### config.mk
export PLATFORM = sky130hd
export DESIGN_NAME = pc_predict_unit
export DESIGN_NICKNAME = d
export VERILOG_FILES = /design/src/rtl/pc_predict_unit_pkg.sv /design/src/rtl/pc_btb.sv /design/src/rtl/pc_predict_unit.sv
export SDC_FILE = /design/constraint.sdc
export NUM_CORES = 1
export LEC_CHECK = 0
export ABC_AREA = 1
export CAP_MARGIN = 20
export CELL_PAD_IN_SITES_DETAIL_PLACEMENT = 0
export CELL_PAD_IN_SITES_GLOBAL_PLACEMENT = 2
export CORE_MARGIN = 2
export CORE_UTILIZATION = 23
export CTS_CLUSTER_DIAMETER = 120
export CTS_CLUSTER_SIZE = 10
export DETAILED_ROUTE_END_ITERATION = 12
export PLACE_DENSITY_LB_ADDON = 0.1
export SYNTH_ARGS = -nofsm -noshare
export SYNTH_HDL_FRONTEND = slang
export SYNTH_SLANG_ARGS = --single-unit
### constraint.sdc
create_clock -name clk -period 4.9 [get_ports clk]
set_clock_uncertainty 0.15 [all_clocks]
set_input_delay 0.98 -clock clk [delete_from_list [all_inputs] [get_ports clk]]
set_output_delay 0.98 -clock clk [all_outputs]
set_load 0.01 [all_outputs]
### src/rtl/pc_predict_unit_pkg.sv
// Shared constants for the fetch-stage next-PC unit: branch opcodes, condition
// codes, flag bit positions and direction-counter values.
package pc_predict_unit_pkg;

  localparam logic [3:0] OP_B  = 4'b1100;
  localparam logic [3:0] OP_BR = 4'b1101;

  typedef enum logic [2:0] {
    NEQ    = 3'b000,
    EQ     = 3'b001,
    GT     = 3'b010,
    LT     = 3'b011,
    GTEQ   = 3'b100,
    LTEQ   = 3'b101,
    OVFL   = 3'b110,
    ALWAYS = 3'b111
  } cond_e;

  localparam int FLAG_Z = 2;
  localparam int FLAG_V = 1;
  localparam int FLAG_N = 0;

  localparam logic [1:0] CTR_MIN   = 2'b00;
  localparam logic [1:0] CTR_RESET = 2'b01;
  localparam logic [1:0] CTR_ALLOC = 2'b10;
  localparam logic [1:0] CTR_MAX   = 2'b11;

  function automatic logic cond_met(input cond_e c, input logic [2:0] f);
    logic z, v, n, res;
    z   = f[FLAG_Z];
    v   = f[FLAG_V];
    n   = f[FLAG_N];
    res = 1'b0;
    case (c)
      NEQ:     res = ~z;
      EQ:      res = z;
      GT:      res = ~(z | n);
      LT:      res = n;
      GTEQ:    res = ~n;
      LTEQ:    res = z | n;
      OVFL:    res = v;
      ALWAYS:  res = 1'b1;
      default: res = 1'b0;
    endcase
    return res;
  endfunction

endpackage

### src/rtl/pc_btb.sv
// Direct-mapped branch target buffer with 2-bit direction counters.
// Storage exists only when PC_PREDICT_BTB_EN is defined; otherwise static not-taken.
module pc_btb
  import pc_predict_unit_pkg::*;
#(
  parameter int ADDR_W      = 16,
  parameter int BTB_ENTRIES = 8
) (
  input  logic              clk,
  input  logic              rst,
  input  logic [ADDR_W-1:0] lookup_pc,
  output logic              pred_taken,
  output logic [ADDR_W-1:0] pred_target,
  input  logic              upd_en,
  input  logic              upd_is_branch,
  input  logic              upd_taken,
  input  logic [ADDR_W-1:0] upd_pc,
  input  logic [ADDR_W-1:0] upd_target
);

  logic [ADDR_W-1:0] seq_pc;
  assign seq_pc = lookup_pc + ADDR_W'(2);

`ifdef PC_PREDICT_BTB_EN
  localparam int IDX_W = $clog2(BTB_ENTRIES);
  localparam int TAG_W = ADDR_W - 1 - IDX_W;

  logic [BTB_ENTRIES-1:0] valid_q;
  logic [1:0]             ctr_q    [BTB_ENTRIES];
  logic [TAG_W-1:0]       tag_q    [BTB_ENTRIES];
  logic [ADDR_W-1:0]      target_q [BTB_ENTRIES];

  logic [IDX_W-1:0] rd_idx, wr_idx;
  logic [TAG_W-1:0] rd_tag, wr_tag;
  logic             rd_hit, wr_hit;
  logic             unused_lsb;

  assign rd_idx = lookup_pc[IDX_W:1];
  assign rd_tag = lookup_pc[ADDR_W-1:IDX_W+1];
  assign wr_idx = upd_pc[IDX_W:1];
  assign wr_tag = upd_pc[ADDR_W-1:IDX_W+1];
  assign unused_lsb = lookup_pc[0] ^ upd_pc[0];

  assign rd_hit      = valid_q[rd_idx] && (tag_q[rd_idx] == rd_tag);
  assign wr_hit      = valid_q[wr_idx] && (tag_q[wr_idx] == wr_tag);
  assign pred_taken  = rd_hit & ctr_q[rd_idx][1];
  assign pred_target = pred_taken ? target_q[rd_idx] : seq_pc;

  always_ff @(posedge clk) begin
    if (rst) begin
      valid_q <= '0;
      for (int i = 0; i < BTB_ENTRIES; i++) ctr_q[i] <= CTR_RESET;
    end else if (upd_en) begin
      if (!upd_is_branch) begin
        // a non-branch that hits means the entry aliased; drop it
        if (wr_hit) valid_q[wr_idx] <= 1'b0;
      end else if (wr_hit) begin
        if (upd_taken) begin
          if (ctr_q[wr_idx] != CTR_MAX) ctr_q[wr_idx] <= ctr_q[wr_idx] + 2'd1;
        end else if (ctr_q[wr_idx] != CTR_MIN) begin
          ctr_q[wr_idx] <= ctr_q[wr_idx] - 2'd1;
        end
      end else if (upd_taken) begin
        valid_q[wr_idx] <= 1'b1;
        ctr_q[wr_idx]   <= CTR_ALLOC;
      end
    end
  end

  always_ff @(posedge clk) begin
    if (!rst && upd_en && upd_is_branch && upd_taken) begin
      tag_q[wr_idx]    <= wr_tag;
      target_q[wr_idx] <= upd_target;
    end
  end
`else
  localparam int unused_entries = BTB_ENTRIES;
  logic unused_btb;

  assign pred_taken  = 1'b0;
  assign pred_target = seq_pc;
  assign unused_btb  = ^{clk, rst, upd_en, upd_is_branch, upd_taken, upd_pc, upd_target};
`endif

endmodule

### src/rtl/pc_predict_unit.sv
// Fetch-stage PC register, next-PC prediction and ID-stage branch resolution.
// PC_PREDICT_BTB_EN enables the BTB; without it every fetch is predicted not-taken.
module pc_predict_unit
  import pc_predict_unit_pkg::*;
#(
  parameter int                ADDR_W      = 16,
  parameter int                INSTR_W     = 16,
  parameter int                BTB_ENTRIES = 8,
  parameter logic [ADDR_W-1:0] RESET_PC    = '0
) (
  input  logic               clk,
  input  logic               rst,
  input  logic               halt,
  input  logic               stall,
  input  logic               id_valid,
  input  logic [INSTR_W-1:0] id_instr,
  input  logic [ADDR_W-1:0]  id_pc,
  input  logic               id_pred_taken,
  input  logic [ADDR_W-1:0]  id_pred_target,
  input  logic [ADDR_W-1:0]  br_addr,
  input  logic [2:0]         flags,
  output logic [ADDR_W-1:0]  if_pc,
  output logic               if_pred_taken,
  output logic [ADDR_W-1:0]  if_pred_target,
  output logic               flush,
  output logic [15:0]        mispredict_cnt
);

  logic [3:0]        opcode;
  cond_e             cond;
  logic [8:0]        imm;
  logic              is_b, is_br, is_branch, taken, mispredict;
  logic [ADDR_W-1:0] id_seq_pc, b_offset, b_target, actual_target;

  assign opcode    = id_instr[15:12];
  assign cond      = cond_e'(id_instr[11:9]);
  assign imm       = id_instr[8:0];
  assign is_b      = (opcode == OP_B);
  assign is_br     = (opcode == OP_BR);
  assign is_branch = is_b | is_br;
  assign taken     = is_branch & cond_met(cond, flags);

  assign id_seq_pc     = id_pc + ADDR_W'(2);
  assign b_offset      = ADDR_W'($signed(imm)) << 1;
  assign b_target      = id_seq_pc + b_offset;
  assign actual_target = is_br ? br_addr : b_target;

  // non-branches resolve as not-taken, so an aliased taken prediction mispredicts
  assign mispredict = id_valid &
                      ((taken != id_pred_taken) | (taken & (id_pred_target != actual_target)));
  assign flush      = mispredict & ~halt & ~rst;

  pc_btb #(
    .ADDR_W      (ADDR_W),
    .BTB_ENTRIES (BTB_ENTRIES)
  ) u_btb (
    .clk           (clk),
    .rst           (rst),
    .lookup_pc     (if_pc),
    .pred_taken    (if_pred_taken),
    .pred_target   (if_pred_target),
    .upd_en        (id_valid & ~halt),
    .upd_is_branch (is_branch),
    .upd_taken     (taken),
    .upd_pc        (id_pc),
    .upd_target    (actual_target)
  );

  // redirect outranks stall so the squashed slot is never refetched
  always_ff @(posedge clk) begin
    if (rst) begin
      if_pc <= RESET_PC;
    end else if (!halt) begin
      if (mispredict) if_pc <= taken ? actual_target : id_seq_pc;
      else if (!stall) if_pc <= if_pred_target;
    end
  end

  always_ff @(posedge clk) begin
    if (rst) begin
      mispredict_cnt <= '0;
    end else if (flush && (mispredict_cnt != 16'hFFFF)) begin
      mispredict_cnt <= mispredict_cnt + 16'd1;
    end
  end

endmodule

==> out/metrics.yaml <==
synthArstFlopShare_pct: 0
place_area_um2: 5830
initial_core_util_pct: 23.3
clock_power_share_pct: 26.6
worst_slack_ns: 0.144
hold_path_end: "if_pc[0]"
sequentialPowerShare_pct: 25.7
hold_viol: 0
drtIter0Drc: 184
die_h_um: 133
routabilityCongestion: 0.857
grtUsageTotal_pct: 17.1
grt-ovfl-total: 0
cts_root_buf: "clkbuf_16"
nets: 977
numCtsBuffers: 5
synth_area_per_cell_um2: 5.56
fin_area_um2: 6270
cp.arrival_ns: 3.63
whs_path_depth: 2
crit_required_ns: 3.77
rows: 47
routedWlPerCell_um: 13.6
areaGrowthSynthToFinish_pct: 63.3
dp_hpwl_um: 12200
synth-edff-count: 0
end_kind: "output port"
hold_class: "reg -> reg"
timing.fmax_mhz: 210
grt_pass1_wl_um: 24400
route.detailed.drc: 0
timing.hold.ws_ns: 0.349
fin_cells: 1106
power.share.switching_pct: 35.0
yosys-top-cells-count: "nand2_1, inv_1, nand3_1, nor2_1, o21ai_0"
slew_headroom_pct: 58.0
synth_top_cell_area_share_pct: 20.0
ys.flop_type: "dfxtp_1"
yosysUniqueCellTypes: 40
die_area_um2: 17700
p_leak_nw: 2.93
clk_path_buf_depth: 2
cts.sinks: 32
worstMarginPinSlew_ns: 0.629
rrSetupSlack_ns: 2.24
hold_start: "if_pc[0]"
outcome: "completed"
io_pins: 123
maxCapViolCount: 0
combPwrFrac_pct: 47.7
place_worst_setup_slack_ns: -0.958
grt_pass1_vias: 4839
finalMaxSlewViolations: 0
critPathLaunchType: "input port"
p_sw_mw: 0.390
rsz0062_at_grt: "true"
dp_cells: 1091
clkLatencyLatePin_ns: 0.28
htreeDepth: 2
cts_tree: "yes"
antenna_cells: 0
fin_crit_sh_pct: 97.1
ys_ff_latch: 32
peakVddDrop_v: 0.000113
synth_largest_area_cell: "nand2_1"
synthTopCellsByArea: "nand2_1, dfxtp_1, nand3_1"
drive_gt1_share_pct: 18.1
p_total_mw: 1.12
fin_crit_ns: 4.76
p_int_mw: 0.726
synth_nets: 781
synth_most_common_cell: "nand2_1"
vias: 4897
finalSetupViolations: 0
io_buffers: 121
synthCells: 690
crit_type: "in -> out"
drtAntennaViolNets: 0
powerDensity_nw_per_um2: 178
drt_pre_antenna_iters: 4
die_width_um: 133
core_area_um2: 16500
r2r_end: "mispredict_cnt[13]"
grt_max_degree: 26
r2r.worst_path.cells: 16
yosysSeqAreaShare_pct: 16.7
wirelength_um: 15000
cts.reportedPaths.clkPinSlew_ns: 0.05
syn-cell-area_um2: 3840
yosys_warnings: 0
antenna_found_initial: 0
vias_per_cell: 4.43
cp_max_fo: 3
timing.rr.start: "mispredict_cnt[0]"
hold_buffers: 0
==> registers in the layout, indices dropped and copies added, names as in the netlist <==
register and flops:
if_pc 16, mispredict_cnt 16
==> layer usage <==
| metal | part of all wire, % | global-route usage (%) |
|---|---|---|
| met1 | 50 | 23.7 |
| met2 | 45 | 28.2 |
| met3 | 4.8 | 3.04 |
| met4 | 0.94 | 3.19 |
| met5 | 0 | 0 |
==> worst max-delay path by stage <==
stage	from	to	slack, ns	cells past startpoint
after floorplan	id_pc[1]	flush	0.23	20
after global placement	id_pc[1]	flush	-0.88	21
after detailed placement	id_pc[1]	flush	-0.96	23
after CTS	id_pc[6]	flush	0.02	26
after global routing	id_pc[1]	flush	-0.14	26
final	id_pc[12]	flush	0.14	21
==> placed cells by master (no fill, tap or decap), types with 7 or more instances in the layout <==
master,count
nand2_1,195
clkdlybuf4s50_1,110
inv_1,96
buf_4,82
nand3_1,73
nor2_1,72
o21ai_0,43
dfxtp_1,32
xor2_1,16
a21oi_1,12
nand4_1,11
ha_1,11
nand2_2,10
o21ai_1,9
nor3_1,8
nand3b_1,7
==> critical path, stage by stage <==
cell,delay [ns]
clkdlybuf4s50_1,0.49
nand2_2,0.07
buf_4,0.14
nor3_4,0.12
xor2_1,0.23
ha_1,0.31
a21oi_1,0.16
nand2_1,0.09
a21oi_2,0.10
nand2_1,0.08
nand3_1,0.08
nand2_1,0.05
nand2_1,0.07
nand2_1,0.06
nand2_1,0.07
nand3_2,0.08
nor2_4,0.12
nand2_4,0.07
nand3_4,0.07
nor2_1,0.05
buf_2,0.14
==> timing repair <==
| item | CTS | global route |
|---|---|---|
| endpoints found under the setup margin | 2 | 1 |
| pin swaps | 15 | 18 |
| buffers inserted | 3 | 5 |
| gates resized for setup | 52 | 41 |
==> metrics by stage <==
step	util [%]	TNS, ns
detailed placement	35.4	-5.63
finish	38.1	0
floorplan	-	0
CTS	37.2	0
global route	38.1	-0.137
global placement	35.4	-3.79
==> logic make-up after synthesis <==
group | count (synthesis) | synth area share, %
and+or+nand+nor | 416 | 47.8
buffers and inverters | 118 | 12.5
AOI/OAI and AO/OA | 77 | 10.5
DFF | 32 | 16.7
xor gates and xnor gates | 28 | 6.39
adders and majority gates | 18 | 6.06
other | 1 | 0.0977
==> power by group through the flow <==
stage	sequential, mW	clock [mW]	combinational (mW)
after floorplan	0.294	0	0.239
final	0.287	0.297	0.532
after detailed placement	0.293	0	0.499
after global routing	0.289	0.318	0.595
after global placement	0.293	0	0.500
after CTS	0.287	0.308	0.520
==> final cells by class <==
class	count	area (um^2)
Clock buffer	6	129
Timing Repair Buffer	206	1860
Fill cell	1779	10200
Sequential cell	32	641
Tap cell	220	275
Multi-Input combinational cell	540	2970
Inverter	101	380
Clock inverter	1	5.00
Note: power is estimated with default switching activity, not from simulation.
==> RTL edit: new RTL, same flow settings <==
`ADDR_W` is set to 16 in 2 places; all go to 17.
--- a/src/rtl/pc_btb.sv
+++ b/src/rtl/pc_btb.sv
@@ -3,7 +3,7 @@
 module pc_btb
   import pc_predict_unit_pkg::*;
 #(
-  parameter int ADDR_W      = 16,
+  parameter int ADDR_W      = 17,
   parameter int BTB_ENTRIES = 8
 ) (
   input  logic              clk,
--- a/src/rtl/pc_predict_unit.sv
+++ b/src/rtl/pc_predict_unit.sv
@@ -3,7 +3,7 @@
 module pc_predict_unit
   import pc_predict_unit_pkg::*;
 #(
-  parameter int                ADDR_W      = 16,
+  parameter int                ADDR_W      = 17,
   parameter int                INSTR_W     = 16,
   parameter int                BTB_ENTRIES = 8,
   parameter logic [ADDR_W-1:0] RESET_PC    = '0
Ports: changed (5 resized); port bits go from 123 to 128. The function was not compared with the original's and may differ.
==> RTL edit against the original RTL <==
Fmax shrank 2.5%. Synthesized area grew 11%. Via count grew 10%. Setup slack lost 0.12 ns. Sequential cell count grew 1. Largest cell class unchanged. Routed wire length grew 13%. Sequential share of layout area shrank 1.0 points. Sequential power grew 3%. Total power grew 17%. Final area grew 14%. Global-route usage is essentially flat. Highest routed layer unchanged. Die area grew 11%.
==> RTL edit: results (changes against the original RTL) <==
[status]
status = completed

[placement]
dp_slack_ns = -1.260  ; -0.3013 ns
gp_congestion = 0.8837  ; +3.2%
dp_hpwl_um = 14020  ; +15%
placed_area_um2 = 6321  ; +8.5%

[cells_and_area]
reg_top3 = if_pc x17, mispredict_cnt x16
drive_above_1_share_pct = 24.06  ; +6.0 points
instances_no_fill = 1210  ; +9.4%
final_nets = 1075  ; +10%
fillers = 1960  ; +10%

[worst_hold_path]
hold_end = mispredict_cnt[15]
worstHoldStart = mispredict_cnt[15]

[clocking]
post_cts_buffers = 15  ; +12
cts_resized = 78  ; +50%
cts_root_buffer = clkbuf_16

[global_routing]
grt_max_degree = 24  ; -7.7%
grt_pass1_vias = 5316  ; +9.9%
grt_pass1_wl_um = 27260  ; +12%
grtUsageTotal_pct = 17.16  ; +0.046 points

[critical_path]
r2r-end = if_pc[16]
crit_path_max_fanout = 5  ; +2
cp.arrival_ns = 3.75  ; +0.12 ns
reg2reg_from = if_pc[1]
cp-startpoint = id_pc[1]
reg2reg_depth = 13  ; -3
cpPeakStageDelay_ns = 0.34  ; -0.15 ns
slowest_stage = ha_4
cp-endpoint = flush
reg2reg_slack_ns = 2.18  ; -0.06 ns

[logic_synthesis]
synth-compound-area-share_pct = 10.47  ; -0.026 points
synth_nets = 853  ; +9.2%
synth_cell_types = 42  ; +5.0%
muxShareOfSynthArea_pct = 0  ; unchanged
syn_inst = 758  ; +9.9%
ys_top_cells_by_area = nand2_1 (21%), dfxtp_1 (15%), nand3_1 (9.5%)

[route]
via_count = 5408  ; +10%
wl_per_cell_um = 14.08  ; +3.6%

[power]
max-vdd-ir-drop_uv = 128.1  ; +13%
p_comb_share_pct = 48.6  ; +0.9 points
p_int_uw = 846.0  ; +17%
p_leak_nw = 3.404  ; +16%
power.density_nw_per_um2 = 181.5  ; +1.9%
p_seq_share_pct = 22.8  ; -2.9 points

[sta]
slew_headroom_pct = 59.39  ; +1.4 points
hold-worst-slack_ns = 0.3490  ; -0.0004510 ns

==> RTL edit: worst register-to-register path, delay by kind of cell, from the launching register on <==
kind             cells  cell delay [ns]
XOR/XNOR             1             0.27
flip-flops           1             0.45
AND/OR/NAND/NOR     12             1.79
==> RTL edit: per-layer routing <==
| layer | global-route usage, % | part of all wire [%] | vias up |
|---|---|---|---|
| li1 | - | - | 2849 |
| met1 | 24.12 | 50 | 2429 |
| met2 | 28.02 | 44 | 117 |
| met3 | 3.111 | 4.6 | 13 |
| met4 | 2.446 | 1.0 | 0 |
| met5 | 0 | 0 | - |
==> RTL edit: cell type report <==
cell class	instances	area [µm²]	share of cell area, %
multi-input combinational	605	3590	50.03
timing repair buffer	234	2085	29.05
sequential	33	660.6	9.207
inverter	101	381.6	5.318
tap	229	286.5	3.993
clock buffer	7	142.6	1.988
clock inverter	1	30.03	0.4185
